<file path="config.mk">
export PLATFORM = sky130hd
export DESIGN_NAME = jtframe_lfbuf_linewr
export DESIGN_NICKNAME = d
export VERILOG_FILES = /design/src/rtl/jtframe_lfbuf_pkg.sv /design/src/rtl/jtframe_lfbuf_linewr.sv
export SDC_FILE = /design/constraint.sdc
export NUM_CORES = 1
export LEC_CHECK = 0
export ABC_AREA = 1
export CORE_UTILIZATION = 46
export DETAILED_ROUTE_END_ITERATION = 6
export PLACE_DENSITY = 0.8
export SLEW_MARGIN = 15
export SYNTH_ARGS = -nofsm -noshare
export SYNTH_HDL_FRONTEND = slang
export SYNTH_SLANG_ARGS = --single-unit
</file>
<file path="constraint.sdc">
create_clock -name clk -period 2.45 [get_ports clk]
set_input_delay 0.735 -clock clk [delete_from_list [all_inputs] [get_ports clk]]
set_output_delay 0.735 -clock clk [all_outputs]
set_load 0.02 [all_outputs]
</file>
<file path="src/rtl/jtframe_lfbuf_pkg.sv">
// Shared definitions for the line-frame buffer and its game-side line writer.
// Optional feature macro: JTFRAME_LINEWR_TIMEOUT_EN (adds the PAD state).
package jtframe_lfbuf_pkg;

  localparam int LFBUF_AW = 9;   // default line address width
  localparam int LFBUF_DW = 16;  // default pixel width
  localparam int LFBUF_VW = 8;   // line number width

  typedef enum logic [2:0] {
    IDLE  = 3'd0,
    START = 3'd1,
    FILL  = 3'd2,
    DONE  = 3'd3
`ifdef JTFRAME_LINEWR_TIMEOUT_EN
    , PAD = 3'd4
`endif
  } lw_state_t;

endpackage

</file>
<file path="src/rtl/jtframe_lfbuf_linewr.sv">
// Game-side line writer: on each ln_hs rising edge it latches the line number,
// starts the renderer, streams WIDTH pixels into consecutive line addresses and
// pulses ln_done. A new edge before completion abandons the line (overrun).
// Optional feature macro: JTFRAME_LINEWR_TIMEOUT_EN -- a stalled renderer is
// timed out after TOUT idle cycles and the rest of the line is padded with zeros.
module jtframe_lfbuf_linewr
  import jtframe_lfbuf_pkg::*;
#(
  parameter int AW    = LFBUF_AW,
  parameter int DW    = LFBUF_DW,
  parameter int WIDTH = 256,
  parameter int TOUT  = 1023
) (
  input  logic                clk,
  input  logic                rst,
  input  logic                ln_hs,
  input  logic [LFBUF_VW-1:0] ln_v,
  output logic [AW-1:0]       ln_addr,
  output logic [DW-1:0]       ln_data,
  output logic                ln_we,
  output logic                ln_done,
  output logic [LFBUF_VW-1:0] rd_v,
  output logic                rd_start,
  input  logic                px_valid,
  input  logic [DW-1:0]       px_data,
  output logic                px_ready,
  output logic                busy,
  output logic                overrun
);

  localparam logic [AW:0] CNT_LAST = (AW+1)'(WIDTH - 1);

  if (WIDTH < 2 || WIDTH > (1 << AW) || TOUT < 1) begin : g_bad_cfg
    $error("jtframe_lfbuf_linewr: WIDTH must be 2..2**AW and TOUT >= 1");
  end

  lw_state_t   state, nx_state;
  logic        hs_l;
  logic        hs_edge;
  logic [AW:0] cnt;
  logic        accept;
  logic        wr;
  logic        stall_hit;
  logic        pad_wr;

  assign hs_edge  = ln_hs & ~hs_l;
  assign px_ready = (state == FILL);
  assign accept   = px_valid & px_ready;
  assign wr       = accept | pad_wr;
  assign busy     = (state != IDLE);

`ifdef JTFRAME_LINEWR_TIMEOUT_EN
  localparam int SW = $clog2(TOUT + 1);
  logic [SW-1:0] stall;

  // Stall counter: idle FILL cycles since the last acceptance or FILL entry.
  always_ff @(posedge clk or posedge rst) begin
    if (rst) begin
      stall <= '0;
    end else if (state != FILL || accept) begin
      stall <= '0;
    end else begin
      stall <= stall + SW'(1);
    end
  end

  assign stall_hit = (state == FILL) && !accept && (stall == SW'(TOUT - 1));
  assign pad_wr    = (state == PAD);
`else
  assign stall_hit = 1'b0;
  assign pad_wr    = 1'b0;
`endif

  // Next-state logic; any hs edge restarts the line from START.
  always_comb begin
    nx_state = state;
    case (state)
      IDLE:  nx_state = IDLE;
      START: nx_state = FILL;
      FILL: begin
        if (accept && cnt == CNT_LAST) begin
          nx_state = DONE;
`ifdef JTFRAME_LINEWR_TIMEOUT_EN
        end else if (stall_hit) begin
          nx_state = PAD;
`endif
        end else begin
          nx_state = FILL;
        end
      end
`ifdef JTFRAME_LINEWR_TIMEOUT_EN
      PAD: begin
        if (cnt == CNT_LAST) begin
          nx_state = DONE;
        end else begin
          nx_state = PAD;
        end
      end
`endif
      DONE:    nx_state = IDLE;
      default: nx_state = IDLE;
    endcase
    if (hs_edge) begin
      nx_state = START;
    end else begin
      nx_state = nx_state;
    end
  end

  // State, edge history, pixel counter and registered line/renderer outputs.
  always_ff @(posedge clk or posedge rst) begin
    if (rst) begin
      state    <= IDLE;
      hs_l     <= 1'b0;
      cnt      <= '0;
      ln_addr  <= '0;
      ln_data  <= '0;
      ln_we    <= 1'b0;
      ln_done  <= 1'b0;
      rd_v     <= '0;
      rd_start <= 1'b0;
      overrun  <= 1'b0;
    end else begin
      state    <= nx_state;
      hs_l     <= ln_hs;
      ln_we    <= wr;
      rd_start <= (state == START) && !hs_edge;
      ln_done  <= (state == DONE) && !hs_edge;
      overrun  <= (hs_edge && state != IDLE) || stall_hit;
      if (wr) begin
        ln_addr <= cnt[AW-1:0];
        ln_data <= pad_wr ? DW'(0) : px_data;
      end
      if (hs_edge) begin
        rd_v <= ln_v;
        cnt  <= '0;
      end else if (wr) begin
        cnt  <= cnt + (AW+1)'(1);
      end
    end
  end

endmodule

</file>
==> impl_metrics.env <==
export IMPL_grt_pass1_wl_um=7162
export IMPL_floorplan_initialDensity_pct=47.96
export IMPL_ys_seq_elements=50
export IMPL_initialDrtViolationCount=81
export IMPL_wl_um=4167
export IMPL_arrival_ns=1.61
export IMPL_slowest_delay_ns=0.61
export IMPL_core_um2=4354
export IMPL_ys_warn_count=0
export IMPL_root_buffer="clkbuf_8"
export IMPL_clk_path_buf_depth=2
export IMPL_wl_per_cell_um=11.67
export IMPL_cts_buffers=5
export IMPL_grt_usage_pct=18.69
export IMPL_grt_overflow=0
export IMPL_ys_seq_area_share_pct=59.92
export IMPL_vdd_ir_drop_worst_mv=0.4857
export IMPL_ctsHoldBuffers=0
export IMPL_multi_input_area_um2=703.2
export IMPL_vias_per_cell=4.689
export IMPL_fin_nets=338
export IMPL_cts_sinks=50
export IMPL_drc=0
export IMPL_worst_path_max_delay_cell="clkdlybuf4s50_1"
export IMPL_place_ws_ns=0.3842
export IMPL_slew_headroom_pct=60.34
export IMPL_ant_nets=0
export IMPL_vias=1674
export IMPL_cp_cell_sequence="inv_1 -> ha_1 -> clkdlybuf4s50_1"
export IMPL_antenna_found_initial=0
export IMPL_clkLatencyLatePin_ns=0.30
export IMPL_synth_cell_type_count=21
export IMPL_hold_path_class="flop to flop"
export IMPL_seq_area_um2=1251
export IMPL_path_class="flop to primary output"
export IMPL_critPathLaunchType="flop"
export IMPL_cp_end_kind="primary output"
export IMPL_period_share_pct=95.58
export IMPL_setup_violations=0
export IMPL_drive_above_1_share_pct=6.885
export IMPL_syn_avg_cell_area_um2=8.849
export IMPL_setup_ws_ns=0.1082
export IMPL_fin_crit_ns=2.342
export IMPL_crit_fanout=3
export IMPL_p_total_mw=2.384
export IMPL_dr_pass1_iters=4
export IMPL_syn_nets=269
export IMPL_worst_pin_slew_ns=0.5943
export IMPL_rows=24
export IMPL_fmaxAchievable_mhz=427.0
export IMPL_cts_max_level=2
export IMPL_io_pin_count=67
export IMPL_globalplace_congestion=0.7743
export IMPL_status="complete, no violations"
export IMPL_dpl_hpwl_um=2967
export IMPL_path_clk_slew_ns=0.09
export IMPL_maxCapViolCount=0
export IMPL_fin_skew_ns=0.009884
export IMPL_grt_pass1_vias=1653
export IMPL_syn_inst=236
export IMPL_cts_tree="yes"
export IMPL_hold_viol=0
export IMPL_cellLeakagePower_nw=1.442
export IMPL_power_density_nw_per_um2=825.6
export IMPL_port_buffers=66
export IMPL_worst_hold_slack_ns=0.4755
export IMPL_insertedDiodeCount=0
export IMPL_syn_to_final_growth_pct=38.29
export IMPL_fin_tns_setup_ns=0
export IMPL_nFillCells=367
export IMPL_cp_required_ns=1.71
export IMPL_syn_area_um2=2088
export IMPL_rsz0062_at_grt="no"
export IMPL_grt_max_degree=51
export IMPL_die_y_um=69.38
export IMPL_drv_slew=0
export IMPL_dieWidth_um=69.38
export IMPL_die_area_um2=4813
-- critical path: cells and delay by family, from the launching register on --
| kind | cells | cell delay (ns) |
|---|---|---|
| buffers and inverters | 2 | 0.70 |
| flip-flops | 1 | 0.41 |
| adder cells (fa/ha/maj) | 1 | 0.19 |
-- metal layers --
metal  up-vias  GRT usage, %  routed length [µm]
li1        845             -                   -
met1       767         22.01                1777
met2        53         32.58                2083
met3         9         5.523                 235
met4         0         6.122                  71
met5         -             0                   0
-- power breakdown --
part           internal, mW  total (mW)  switching [mW]
Clock                 0.196       0.452           0.255
Combinational         0.402       0.839           0.437
Sequential            0.995        1.09          0.0980
-- logic make-up (layout without fill, tap and decap cells) --
group,after synthesis,count (layout),synth area share (%)
buf+inv,30,99,6.411
fa+ha+maj,5,5,2.996
flops,50,50,59.92
simple gates,138,138,27.44
compound gates,13,13,3.235
-- worst paths after layout --
check	startpoint	endpoint	slack, ns	cells past startpoint
setup reg to reg	state[0]	cnt[0]	0.89	6
setup / recovery	state[0]	px_ready	0.11	3
max in group asynchronous	rst	ln_addr[5]	1.45	3
hold / removal	rd_v[6]	rd_v[6]	0.48	2
hold reg to reg	rd_v[6]	rd_v[6]	0.48	2
min in group asynchronous	rst	rd_v[5]	0.78	3
-- layout make-up --
| class | count | area share [%] |
|---|---|---|
| Clock buffer | 6 | 2.513 |
| Clock inverter | 1 | 0.2600 |
| Inverter | 22 | 2.860 |
| Multi-Input combinational cell | 156 | 24.35 |
| Sequential cell | 50 | 43.33 |
| Tap cell | 52 | 2.253 |
| Timing Repair Buffer | 70 | 24.44 |
-- Yosys cell counts --
| library cell | count | share of area [%] |
|---|---|---|
| nand3_1 | 3 | 0.72 |
| nand2_2 | 2 | 0.60 |
| nand3_2 | 1 | 0.48 |
| ha_1 | 5 | 3.0 |
| nor2_4 | 2 | 1.1 |
| o21ai_0 | 8 | 1.9 |
| nor2_1 | 19 | 3.4 |
| buf_2 | 5 | 1.2 |
| nor3_4 | 1 | 0.78 |
| nor3_1 | 2 | 0.48 |
| a211oi_1 | 1 | 0.36 |
| inv_2 | 1 | 0.18 |
| o21ai_1 | 1 | 0.24 |
| inv_1 | 21 | 3.8 |
| a21oi_1 | 3 | 0.72 |
| buf_4 | 2 | 0.72 |
| dfrtp_1 | 50 | 60 |
| nand4_1 | 1 | 0.30 |
| buf_6 | 1 | 0.54 |
| nor2_2 | 3 | 0.90 |
| nand2_1 | 104 | 19 |
-- sequential cells by signal, summed over array words and instances (netlist names) --
name	count
hs_l	1
ln_addr	9
rd_start	1
cnt	10
ln_done	1
ln_data	16
state	2
rd_v	8
overrun	1
ln_we	1
-- per-stage QoR --
step / cell area [µm²] / cells / util, %
after floorplan: 2088 / 236 / -
after global placement: 2805 / 350 / 64.43
after detailed placement: 2805 / 350 / 64.43
after CTS: 2885 / 357 / 66.26
after global routing: 2888 / 357 / 66.32
final: 2888 / 357 / 66.32
-- timing repair --
action | 4_1_cts | 5_1_grt
resized for setup | 0 | 1
setup buffers | 0 | 0
setup endpoints to repair | 0 | 1
-- layout by cell type, fill, tap and decap left out, types with 2 or more instances in the layout --
cell,n
nand2_1,104
clkdlybuf4s50_1,65
dfrtp_1,50
inv_1,20
nor2_1,19
o21ai_0,8
ha_1,5
clkbuf_8,5
nor2_2,3
a21oi_1,3
nand3_1,3
buf_4,3
nand2_2,2
nor2_4,2
inv_2,2
nor3_1,2
No activity file was read; power rests on OpenSTA's default activity.
